**src/rtl/xnor_popcount_acc_pkg.sv**
```systemverilog
// Purpose : shared BNN definitions (widths, accumulator FSM states, popcount helper).
// Latency : n/a (package only).
// Backpr. : n/a.
// Contents: XNOR_W / ACC_W / PC_W widths, acc_state_t, popcount().
package bnn_pkg;

  localparam int XNOR_W = 7;  // bits per XNOR match chunk
  localparam int ACC_W  = 8;  // accumulator / threshold width
  localparam int PC_W   = 3;  // popcount width for one chunk

  typedef enum logic {
    ACC  = 1'b0,
    DONE = 1'b1
  } acc_state_t;

  // Behavioural popcount for BNN blocks that do not need an explicit tree.
  function automatic logic [PC_W-1:0] popcount(input logic [XNOR_W-1:0] v);
    logic [PC_W-1:0] c;
    c = '0;
    for (int i = 0; i < XNOR_W; i++) begin
      c = c + PC_W'(v[i]);
    end
    return c;
  endfunction

endpackage

```
**src/rtl/xnor_popcount_acc_if.sv**
```systemverilog
// Purpose : beat-in / result-out handshake bundle of the XNOR popcount accumulator.
// Latency : n/a (wiring only).
// Backpr. : valid/ready on both sides; master = producer+consumer side, slave = accumulator.
// Signals : in_valid/in_ready/x_in/in_last/threshold, out_valid/out_ready/out_bit/out_sum/out_beats/out_ovf.
interface xnor_popcount_acc_if #(
  parameter int WIDTH = bnn_pkg::XNOR_W,
  parameter int SUM_W = bnn_pkg::ACC_W
);

  logic             in_valid;
  logic             in_ready;
  logic [WIDTH-1:0] x_in;
  logic             in_last;
  logic [SUM_W-1:0] threshold;

  logic             out_valid;
  logic             out_ready;
  logic             out_bit;
  logic [SUM_W-1:0] out_sum;
  logic [SUM_W-1:0] out_beats;
  logic             out_ovf;

  modport master (
    output in_valid, x_in, in_last, threshold, out_ready,
    input  in_ready, out_valid, out_bit, out_sum, out_beats, out_ovf
  );

  modport slave (
    input  in_valid, x_in, in_last, threshold, out_ready,
    output in_ready, out_valid, out_bit, out_sum, out_beats, out_ovf
  );

endinterface

```
**src/rtl/xnor_popcount_acc_popcount7.sv**
```systemverilog
// Purpose : combinational 7-bit popcount as a two-level adder tree.
// Latency : 0 cycles (pure combinational).
// Backpr. : none.
// Ports   : i_x (7 match bits) -> o_cnt (0..7).
module popcount7
  import bnn_pkg::*;
(
  input  logic [XNOR_W-1:0] i_x,
  output logic [PC_W-1:0]   o_cnt
);

  // Two 3-input full-adder style groups, then combine with the odd bit.
  logic [1:0] w_grp_a;
  logic [1:0] w_grp_b;

  assign w_grp_a = 2'(i_x[0]) + 2'(i_x[1]) + 2'(i_x[2]);
  assign w_grp_b = 2'(i_x[3]) + 2'(i_x[4]) + 2'(i_x[5]);
  assign o_cnt   = PC_W'(w_grp_a) + PC_W'(w_grp_b) + PC_W'(i_x[6]);

endmodule

```
**src/rtl/xnor_popcount_acc.sv**
```systemverilog
// Purpose : accumulate per-beat XNOR popcounts over a neuron, threshold on the last beat.
// Latency : result registered, visible 1 cycle after the in_last beat is accepted.
// Backpr. : in_ready low while a result waits in DONE (one bubble per neuron); result held until out_ready.
// Ports   : clk, reset (sync, active-high), bus (xnor_popcount_acc_if.slave).
// Config  : XNOR_ACC_SAT_EN -> saturating accumulator with sticky overflow on out_ovf;
//           undefined -> accumulator wraps modulo 2^SUM_W and out_ovf is tied low.
module xnor_popcount_acc #(
  parameter int WIDTH = bnn_pkg::XNOR_W,
  parameter int SUM_W = bnn_pkg::ACC_W,
  parameter int PC_W  = bnn_pkg::PC_W
) (
  input  logic                 clk,
  input  logic                 reset,
  xnor_popcount_acc_if.slave   bus
);

  import bnn_pkg::*;

  acc_state_t       r_state;
  acc_state_t       w_state_nxt;
  logic [SUM_W-1:0] r_acc;
  logic [SUM_W-1:0] r_beats;
  logic [SUM_W-1:0] r_out_sum;
  logic [SUM_W-1:0] r_out_beats;
  logic             r_out_bit;

  logic [PC_W-1:0]  w_pc;
  logic             w_accept;
  logic [SUM_W-1:0] w_acc_add;   // acc + pc after wrap or saturation
  logic [SUM_W-1:0] w_beats_inc;

  popcount7 u_popcount7 (
    .i_x   (bus.x_in),
    .o_cnt (w_pc)
  );

  assign w_accept    = bus.in_valid && (r_state == ACC);
  assign w_beats_inc = r_beats + SUM_W'(1);

`ifdef XNOR_ACC_SAT_EN
  logic [SUM_W:0] w_sum_ext;
  logic           w_sat;
  logic           r_ovf;
  logic           r_out_ovf;

  // One extra bit catches the carry; any carry clamps to all-ones.
  assign w_sum_ext = {1'b0, r_acc} + (SUM_W+1)'(w_pc);
  assign w_sat     = w_sum_ext[SUM_W];
  assign w_acc_add = w_sat ? {SUM_W{1'b1}} : w_sum_ext[SUM_W-1:0];
  assign bus.out_ovf = r_out_ovf;

  always_ff @(posedge clk) begin
    if (reset) begin
      r_ovf     <= 1'b0;
      r_out_ovf <= 1'b0;
    end else if (w_accept) begin
      if (bus.in_last) begin
        r_out_ovf <= r_ovf | w_sat;  // last beat may itself saturate
        r_ovf     <= 1'b0;
      end else begin
        r_ovf     <= r_ovf | w_sat;
      end
    end
  end
`else
  assign w_acc_add   = r_acc + SUM_W'(w_pc);
  assign bus.out_ovf = 1'b0;
`endif

  // State register
  always_ff @(posedge clk) begin
    if (reset) begin
      r_state <= ACC;
    end else begin
      r_state <= w_state_nxt;
    end
  end

  // Next-state logic
  always_comb begin
    w_state_nxt = r_state;
    case (r_state)
      ACC:     if (w_accept && bus.in_last) w_state_nxt = DONE;
      DONE:    if (bus.out_ready)           w_state_nxt = ACC;
      default: w_state_nxt = ACC;
    endcase
  end

  // Accumulator and result registers
  always_ff @(posedge clk) begin
    if (reset) begin
      r_acc       <= '0;
      r_beats     <= '0;
      r_out_sum   <= '0;
      r_out_beats <= '0;
      r_out_bit   <= 1'b0;
    end else if (w_accept) begin
      if (bus.in_last) begin
        r_out_sum   <= w_acc_add;
        r_out_beats <= w_beats_inc;
        r_out_bit   <= (w_acc_add >= bus.threshold);
        r_acc       <= '0;
        r_beats     <= '0;
      end else begin
        r_acc       <= w_acc_add;
        r_beats     <= w_beats_inc;
      end
    end
  end

  assign bus.in_ready  = (r_state == ACC);
  assign bus.out_valid = (r_state == DONE);
  assign bus.out_bit   = r_out_bit;
  assign bus.out_sum   = r_out_sum;
  assign bus.out_beats = r_out_beats;

endmodule

```
**src/flat_wrapper.sv**
```systemverilog
// flat-port wrapper written by rule: the top's interface ports become plain ports
module xnor_popcount_acc_flat import bnn_pkg::*;
#(
  parameter int WIDTH = bnn_pkg::XNOR_W,
  parameter int SUM_W = bnn_pkg::ACC_W,
  parameter int PC_W  = bnn_pkg::PC_W
)
  (clk, reset, bus_in_valid, bus_x_in, bus_in_last, bus_threshold, bus_out_ready, bus_in_ready, bus_out_valid, bus_out_bit, bus_out_sum, bus_out_beats, bus_out_ovf);
  xnor_popcount_acc_if #(.WIDTH(WIDTH), .SUM_W(SUM_W)) bus_i ();
  input  logic clk;
  input  logic reset;
  input wire logic [$bits(bus_i.in_valid)-1:0] bus_in_valid;
  input wire logic [$bits(bus_i.x_in)-1:0] bus_x_in;
  input wire logic [$bits(bus_i.in_last)-1:0] bus_in_last;
  input wire logic [$bits(bus_i.threshold)-1:0] bus_threshold;
  input wire logic [$bits(bus_i.out_ready)-1:0] bus_out_ready;
  output wire logic [$bits(bus_i.in_ready)-1:0] bus_in_ready;
  output wire logic [$bits(bus_i.out_valid)-1:0] bus_out_valid;
  output wire logic [$bits(bus_i.out_bit)-1:0] bus_out_bit;
  output wire logic [$bits(bus_i.out_sum)-1:0] bus_out_sum;
  output wire logic [$bits(bus_i.out_beats)-1:0] bus_out_beats;
  output wire logic [$bits(bus_i.out_ovf)-1:0] bus_out_ovf;
  assign bus_i.in_valid = bus_in_valid;
  assign bus_i.x_in = bus_x_in;
  assign bus_i.in_last = bus_in_last;
  assign bus_i.threshold = bus_threshold;
  assign bus_i.out_ready = bus_out_ready;
  assign bus_in_ready = bus_i.in_ready;
  assign bus_out_valid = bus_i.out_valid;
  assign bus_out_bit = bus_i.out_bit;
  assign bus_out_sum = bus_i.out_sum;
  assign bus_out_beats = bus_i.out_beats;
  assign bus_out_ovf = bus_i.out_ovf;
  xnor_popcount_acc #(.WIDTH(WIDTH), .SUM_W(SUM_W), .PC_W(PC_W)) u_core (.clk(clk), .reset(reset), .bus(bus_i));
endmodule
```
**config.mk**
```make
export PLATFORM = sky130hd
export DESIGN_NAME = xnor_popcount_acc_flat
export DESIGN_NICKNAME = d
export VERILOG_FILES = /design/src/rtl/xnor_popcount_acc_pkg.sv /design/src/rtl/xnor_popcount_acc_if.sv /design/src/rtl/xnor_popcount_acc_popcount7.sv /design/src/rtl/xnor_popcount_acc.sv /design/src/flat_wrapper.sv
export SDC_FILE = /design/constraint.sdc
export NUM_CORES = 1
export LEC_CHECK = 0
export ABC_AREA = 1
export BUFFER_PORTS_ARGS = -buffer_cell sky130_fd_sc_hd__buf_2
export CAP_MARGIN = 40
export CORE_MARGIN = 2
export CORE_UTILIZATION = 50
export DETAILED_ROUTE_END_ITERATION = 8
export PLACE_DENSITY = 0.74
export SLEW_MARGIN = 20
export SYNTH_ARGS = -nofsm -noshare
export SYNTH_HDL_FRONTEND = slang
export SYNTH_SLANG_ARGS = --single-unit
```
**constraint.sdc**
```tcl
create_clock -name clk -period 5.1 [get_ports clk]
set_clock_uncertainty 0.2 [all_clocks]
set_input_delay 1.02 -clock clk [delete_from_list [all_inputs] [get_ports clk]]
set_output_delay 1.02 -clock clk [all_outputs]
set_load 0.03 [all_outputs]
```
==> flow_metrics.tcl, run 1 <==
set metrics [dict create \
    status "finished clean" \
    critical_path.cell_chain "buf_2 -> fa_1 -> inv_1 -> fa_1 -> fa_1 -> inv_1 -> ha_1 -> fa_1 -> nand4_1 -> nand2_1 -> nand2_1 -> nand2_1 -> ha_1 -> nand2_1 -> o21ai_0 -> nor2_1 -> a21oi_1" \
    cts_tree "built" \
    post_cts_resize_count 0 \
    setup_repair_after_global_routing_missed_its_margin "false" \
    first_global_vias 1490 \
    synth-adder-area-share_pct 13.9 \
    die_area_sq_um 4550 \
    antenna_found_initial 0 \
    die_width_um 67.5 \
    cts_hold_buf 0 \
    clk_pin_slew_worst_paths_ns 0.07 \
    critical_path.endpoint_type "flop" \
    layout-drive-gt1-share_pct 20.0 \
    holdCritStartpoint "u_core.r_acc[0]" \
    pre_cts_ws_ns 0.451 \
    worst_setup_path_startpoint "bus_x_in[0]" \
    worst_r2r_endpoint "u_core.bus.out_bit" \
    post_layout_nets 350 \
    ctsRootBufferMaster "sky130_fd_sc_hd__clkbuf_8" \
    grt_first_pass_wirelength_um 6540 \
    synth_fp_nets 314 \
    synth_seq_cells 34 \
    ctsLongestPathBuffers 2 \
    clkLatencyLatePin_ns 0.29 \
    fin_area_sq_um 2290 \
    timing.final.setup_violations 0 \
    critical_path.reg2reg.startpoint "u_core.r_acc[0]" \
    cp_data_required_time_ns 5.13 \
    cpMaxStageDelayCell "sky130_fd_sc_hd__fa_1" \
    hold_slack_ns 0.266 \
    r2r_slack_ns 2.23 \
    post_synth_num_cell_types 33 \
    tightest_slew_ns 0.544 \
    area_growth_syn_to_layout_pct 13.9 \
    gp_congestion 0.788 \
    pwr_density_cell_nw_per_um2 294 \
    antenna_violation_net_count_after_detailed_routing 0 \
    dp.cells 353 \
    final_core_utilization_pct 58.1 \
    floorplan.rows 23 \
    maxSlewHeadroom_pct 63.6 \
    path_max_fanout 3 \
    globalRouteTotalUtil_pct 19.6 \
    clock.fmax_ghz 0.231 \
    drt_iter0_drc 108 \
    drc 0 \
    drv_cap 0 \
    tns_ns 0 \
    post_layout_nonfiller_instances 360 \
    wirelength_um 4040 \
    cts_post_setup_buffers_inserted 0 \
    grt_overflow 0 \
    synth-warning-count 0 \
    arrival_ns 4.36 \
    cellLeakagePower_nw 1.18 \
    hold_path_cell_cnt 2 \
    vdd_drop_max_mv 0.139 \
    synth_top_family_by_area "simple AND/OR/NAND/NOR gates" \
    vias 1752 \
    drt-wirelength-per-cell_um 11.2 \
    post_synth_inst_count 274 \
    p_total_uw 673 \
    design.portCount 40 \
    slack_of_the_critical_path_ns 0.765 \
    cts.sinks 34 \
    min_path_type "flop to flop" \
    io_buffers 38 \
    maxSlewViolCount 0 \
    period_minus_slack_ns 4.33 \
    cts_made_buffers 5 \
    synth-compound-area-share_pct 14.3 \
    muxShareOfSynthArea_pct 0 \
    die_h_um 67.5 \
    syn-mean-instance-area_sq_um 7.35 \
    timing.critical_path.from_type "input port" \
    criticalPathCategory "input port to flop" \
    antenna_cells 0 \
    cts_htree_levels 2 \
    fp.coreArea_sq_um 3940 \
    detailedRoute.firstPassIterationCount 4 \
    final_hold_viol_count 0 \
    synth_area_sq_um 2010 \
    yosys.area_share.xor_xnor_pct 2.55 \
    seq_area_frac_synth_pct 33.8 \
    whs_endpoint "u_core.r_acc[0]" \
    vias_per_cell 4.87 \
    starting_density_of_the_core_pct 51.1 \
    critical-path-max-stage-delay_ns 0.53 \
    share_of_synthesized_cell_area_in_and_or_nand_and_nor_gates_pct 24.8 \
    detailedPlacementHpwl_um 2890 \
    worstRegToRegCells 14 \
    timing.final.crit_share_pct 85.0 \
    placed_area_sq_um 2210 \
    grt_max_degree 25 \
]
-- worst max path at each step --
stage               slack [ns]            endpoint
finish                    0.77  u_core.bus.out_bit
global route              0.53  u_core.bus.out_bit
CTS                       0.76  u_core.bus.out_bit
detailed placement        0.45  u_core.bus.out_bit
global placement          0.51  u_core.bus.out_bit
floorplan                 0.75  u_core.bus.out_bit
-- cells by family (layout without fill, tap and decap cells) --
kind of cell | after synthesis | after routing
AOI/OAI and AO/OA | 52 | 52
xor gates and xnor gates | 5 | 5
adders and majority gates | 20 | 20
buffers and inverters | 51 | 87
DFF | 34 | 34
other | 1 | 1
and+or+nand+nor | 111 | 111
-- state kept, by name (all words and copies together), names as in the netlist --
signal	flops
u_core.bus.out_bit	1
u_core.bus.out_beats	8
u_core.r_beats	8
u_core.bus.out_sum	8
u_core.r_acc	8
u_core.bus.out_valid	1
-- cell type report --
type                            instances  area, sq um
Tap cell                               50         62.6
Multi-Input combinational cell        189         1120
Timing Repair Buffer                   38          190
Clock buffer                            5         68.8
Clock inverter                          2         10.0
Sequential cell                        34          681
Inverter                               42          158
Fill cell                             377         1650
-- cells in the final DEF (no fill, tap or decap), drive strengths merged --
cell and count:
o21a 3, xnor2 2, fa 4, o21ai 19
or2 2, buf 38, o21bai 5, conb 1
nor3 1, a21oi 25, xor2 3, nand2 63
dfxtp 34, nor2 23, nand4 3, inv 42
nand3 19, clkinv 2, ha 16, clkbuf 5
-- per-layer routing --
layer | global-route usage (%) | vias to the layer above | share of wire [%]
met4 | 7.65 | 0 | 1.6
met1 | 24.7 | 774 | 49
met2 | 30.8 | 34 | 44
li1 | - | 940 | -
met5 | 0 | - | 0
met3 | 6.50 | 4 | 5.2
-- power by group --
| group | internal (mW) | switching (mW) |
|---|---|---|
| combinational | 0.0708 | 0.126 |
| clock | 0.0915 | 0.0980 |
| sequential | 0.280 | 0.00705 |
| total | 0.442 | 0.231 |
-- critical path, delay by kind of cell --
kind | cells | cell delay (ns)
adders and majority gates | 6 | 2.38
and+or+nand+nor | 6 | 0.48
AOI/OAI and AO/OA | 2 | 0.29
buffers and inverters | 3 | 0.20
-- cells in the mapped netlist --
cell type / number / area (sq um)
sky130_fd_sc_hd__xor2_1: 2 / 17.5
sky130_fd_sc_hd__a21oi_1: 24 / 120
sky130_fd_sc_hd__a21oi_2: 1 / 8.76
sky130_fd_sc_hd__nand2_1: 58 / 218
sky130_fd_sc_hd__fa_1: 4 / 80.1
sky130_fd_sc_hd__clkbuf_2: 1 / 5.00
sky130_fd_sc_hd__clkbuf_1: 2 / 7.51
sky130_fd_sc_hd__or2_1: 2 / 12.5
sky130_fd_sc_hd__inv_1: 38 / 143
sky130_fd_sc_hd__o21a_1: 3 / 22.5
sky130_fd_sc_hd__nor2_4: 2 / 22.5
sky130_fd_sc_hd__inv_2: 4 / 15.0
sky130_fd_sc_hd__nand2_2: 4 / 25.0
sky130_fd_sc_hd__nand2_4: 1 / 11.3
sky130_fd_sc_hd__nand3_2: 2 / 20.0
sky130_fd_sc_hd__buf_4: 2 / 15.0
sky130_fd_sc_hd__nand3_1: 17 / 85.1
sky130_fd_sc_hd__o21ai_1: 4 / 20.0
sky130_fd_sc_hd__ha_1: 16 / 200
sky130_fd_sc_hd__nor2_1: 20 / 75.1
sky130_fd_sc_hd__buf_1: 1 / 3.75
sky130_fd_sc_hd__nor3_1: 1 / 5.00
sky130_fd_sc_hd__xor2_2: 1 / 16.3
sky130_fd_sc_hd__nand4_1: 3 / 18.8
sky130_fd_sc_hd__conb_1: 1 / 3.75
sky130_fd_sc_hd__xnor2_1: 2 / 17.5
sky130_fd_sc_hd__dfxtp_1: 34 / 681
sky130_fd_sc_hd__buf_6: 1 / 11.3
sky130_fd_sc_hd__buf_2: 2 / 10.0
sky130_fd_sc_hd__o21ai_0: 15 / 75.1
sky130_fd_sc_hd__nor2_2: 1 / 6.26
sky130_fd_sc_hd__o21bai_2: 1 / 11.3
sky130_fd_sc_hd__o21bai_1: 4 / 30.0
(Power assumes the default switching activity.)
==> inputs of run 2 (changes only) <==
Settings changed: ABC_AREA 1 to 0.
Clock period 5.1 ns to 4.1 ns, I/O delays scaled along.
==> flow_metrics.tcl, run 2 <==
set metrics [dict create \
    status "finished, violations left" \
    violated_checks "setup timing" \
    detailedPlacementHpwl_um 3160 \
    gp_congestion 0.834 \
    synth_fp_nets 273 \
    clk_pin_slew_worst_paths_ns 0.07 \
    maxSlewViolCount 0 \
    async_flop_share_pct 0 \
    placed_area_sq_um 2330 \
    drt-wirelength-per-cell_um 13.1 \
    cp_data_required_time_ns 4.09 \
    synth_seq_cells 34 \
    pre_cts_ws_ns -1.03 \
    critical_path.top_delay_family "adder cells" \
    post_layout_nonfiller_instances 336 \
    antenna_cells 0 \
    area_growth_syn_to_layout_pct 26.0 \
    timing.final.setup_violations 1 \
    post_synth_most_frequent_cells "sky130_fd_sc_hd__dfxtp_1 (34), sky130_fd_sc_hd__nor2_1 (27), sky130_fd_sc_hd__inv_1 (22), sky130_fd_sc_hd__a21oi_1 (16), sky130_fd_sc_hd__ha_1 (16)" \
    mostFrequentLayoutCell "sky130_fd_sc_hd__buf_2" \
    timing.final.crit_share_pct 115 \
    critical-path-top-cell-by-count "sky130_fd_sc_hd__fa_1" \
    seq_area_frac_synth_pct 34.4 \
    setup_repair_after_global_routing_missed_its_margin "true" \
    synth_largest_area_cell "sky130_fd_sc_hd__dfxtp_1" \
    critical-path-max-stage-delay_ns 0.53 \
    first_global_vias 1692 \
    pwr_density_cell_nw_per_um2 387 \
    drv_cap 0 \
    vdd_drop_max_mv 0.211 \
    ctsRootBufferMaster "sky130_fd_sc_hd__clkbuf_8" \
    maxSlewHeadroom_pct 52.7 \
    dp.cells 325 \
    post_synth_num_cell_types 46 \
    min_path_type "flop to flop" \
    starting_density_of_the_core_pct 52.9 \
    design.portCount 40 \
    multi_input_area_sq_um 1200 \
    synth.most_common_cell "sky130_fd_sc_hd__dfxtp_1" \
    vias 1771 \
    criticalPathCategory "input port to flop" \
    clkLatencyLatePin_ns 0.28 \
    ctsLongestPathBuffers 2 \
    vias_per_cell 5.27 \
    wirelength_um 4390 \
    cts.sinks 34 \
    post_layout_nets 327 \
    seq_area_sq_um 681 \
    synth_edf_count 0 \
    yosysTopAreaCellShare_pct 34.4 \
    grt_max_degree 42 \
    synth_area_sq_um 1980 \
    period_minus_slack_ns 4.70 \
    fin_area_sq_um 2490 \
    cts_htree_levels 2 \
    cts_hold_buf 0 \
    grt_first_pass_wirelength_um 7490 \
    path_max_fanout 2 \
    critical_path.cell_chain "buf_6 -> fa_1 -> inv_1 -> fa_1 -> fa_1 -> inv_2 -> ha_4 -> fa_2 -> a211o_1 -> o2111ai_2 -> xor2_1 -> inv_1 -> ha_4 -> a21o_1 -> a22o_1 -> o31a_1 -> a41o_1" \
    drt_iter0_drc 101 \
    cts_tree "built" \
    slack_of_the_critical_path_ns -0.598 \
    r2r_slack_ns 0.68 \
    final_core_utilization_pct 66.6 \
    timing.critical_path.from_type "input port" \
    worst-path-buf-inv 4 \
    layout.cells.most_common_list "sky130_fd_sc_hd__buf_2 (37), sky130_fd_sc_hd__dfxtp_1 (34), sky130_fd_sc_hd__nor2_1 (27), sky130_fd_sc_hd__buf_4 (22), sky130_fd_sc_hd__inv_1 (21)" \
    io_buffers 38 \
    detailedRoute.firstPassIterationCount 4 \
    synth-warning-count 0 \
    fp.coreArea_sq_um 3740 \
    cpMaxStageDelayCell "sky130_fd_sc_hd__fa_1" \
    die_h_um 66.9 \
    antenna_found_initial 0 \
    arrival_ns 4.68 \
    cellLeakagePower_nw 1.20 \
    die_area_sq_um 4480 \
    synth_ff_type "sky130_fd_sc_hd__dfxtp_1" \
    layout-drive-gt1-share_pct 27.1 \
    antenna_violation_net_count_after_detailed_routing 0 \
    syn-mean-instance-area_sq_um 8.50 \
    grt_overflow 0 \
    cts_made_buffers 5 \
    top_area_cells_in_the_synthesized_netlist "sky130_fd_sc_hd__dfxtp_1 (34%), sky130_fd_sc_hd__ha_1 (10%), sky130_fd_sc_hd__nor2_1 (5.1%)" \
    tightest_slew_ns 0.709 \
    post_synth_inst_count 233 \
    floorplan.rows 22 \
    fill_cells 332 \
    final_hold_viol_count 0 \
    globalRouteTotalUtil_pct 22.1 \
    die_width_um 66.9 \
    drc 0 \
    clock.fmax_ghz 0.213 \
    critical_path.endpoint_type "flop" \
]
==> run 2: final timing paths <==
path,endpoint,depth (start not counted),startpoint
min reg2reg,u_core.bus.out_sum[1],2,u_core.bus.out_sum[1]
max reg2reg,u_core.bus.out_bit,14,u_core.r_acc[0]
max,u_core.bus.out_bit,17,bus_x_in[0]
min,u_core.bus.out_sum[1],2,u_core.bus.out_sum[1]
==> run 2: stage by stage <==
stage,total power [mW],TNS [ns],hold slack (ns)
floorplan,0.554,-0.775,0.259
global placement,0.652,-1.13,0.241
detailed placement,0.662,-1.69,0.246
CTS,0.971,-0.648,0.255
global route,1.03,-0.744,0.280
finish,0.967,-0.598,0.252
==> run 2: area by class of cell <==
class	count	area share, %
multi-input cells	164	48.1
flip-flops and latches	34	27.3
repair buffers	60	14.5
inverters	22	3.31
clock buffers	5	2.76
well taps	48	2.41
clock inverters	3	1.60
==> run 2: what timing repair did <==
| action | in CTS | in global routing |
|---|---|---|
| resized for setup | 2 | 4 |
| setup endpoints to repair | 1 | 1 |
| setup buffers | 2 | 1 |
| pin swaps | 2 | 1 |
==> run 2: cells by family (layout without fill, tap and decap cells) <==
group / after synthesis / in the layout / synth area share (%)
simple gates: 76 / 76 / 20.2
flops: 34 / 34 / 34.4
xor+xnor: 10 / 10 / 4.42
other cells: 1 / 1 / 0.189
mux: 1 / 1 / 0.505
compound gates: 56 / 56 / 19.0
buf+inv: 35 / 90 / 7.20
fa+ha+maj: 20 / 20 / 14.2
==> run 2: where the power goes <==
| part | total [mW] | switching (mW) | leakage [nW] | internal [mW] |
|---|---|---|---|---|
| combinational | 0.308 | 0.167 | 0.868 | 0.141 |
| clock | 0.302 | 0.123 | 0.0579 | 0.179 |
| sequential | 0.357 | 0.00900 | 0.277 | 0.348 |
| total | 0.967 | 0.299 | 1.20 | 0.667 |
==> run 2: worst register-to-register path: stages (launching register included) <==
cell                        delay, ns
sky130_fd_sc_hd__dfxtp_1         0.31
sky130_fd_sc_hd__inv_1           0.06
sky130_fd_sc_hd__fa_1            0.52
sky130_fd_sc_hd__inv_2           0.05
sky130_fd_sc_hd__ha_4            0.15
sky130_fd_sc_hd__fa_2            0.34
sky130_fd_sc_hd__a211o_1         0.28
sky130_fd_sc_hd__o2111ai_2       0.09
sky130_fd_sc_hd__xor2_1          0.21
sky130_fd_sc_hd__inv_1           0.09
sky130_fd_sc_hd__ha_4            0.22
sky130_fd_sc_hd__a21o_1          0.15
sky130_fd_sc_hd__a22o_1          0.22
sky130_fd_sc_hd__o31a_1          0.23
sky130_fd_sc_hd__a41o_1          0.19
==> run 2: metal layers <==
metal  track usage, %  part of all wire (%)  routed length [um]  vias to the layer above
li1                 -                     -                   -                      921
met1             27.2                    47                2040                      804
met2             38.0                    48                2110                       44
met3             5.57                   4.9                 216                        2
met4             5.87                  0.46                  20                        0
met5                0                     0                   0                        -
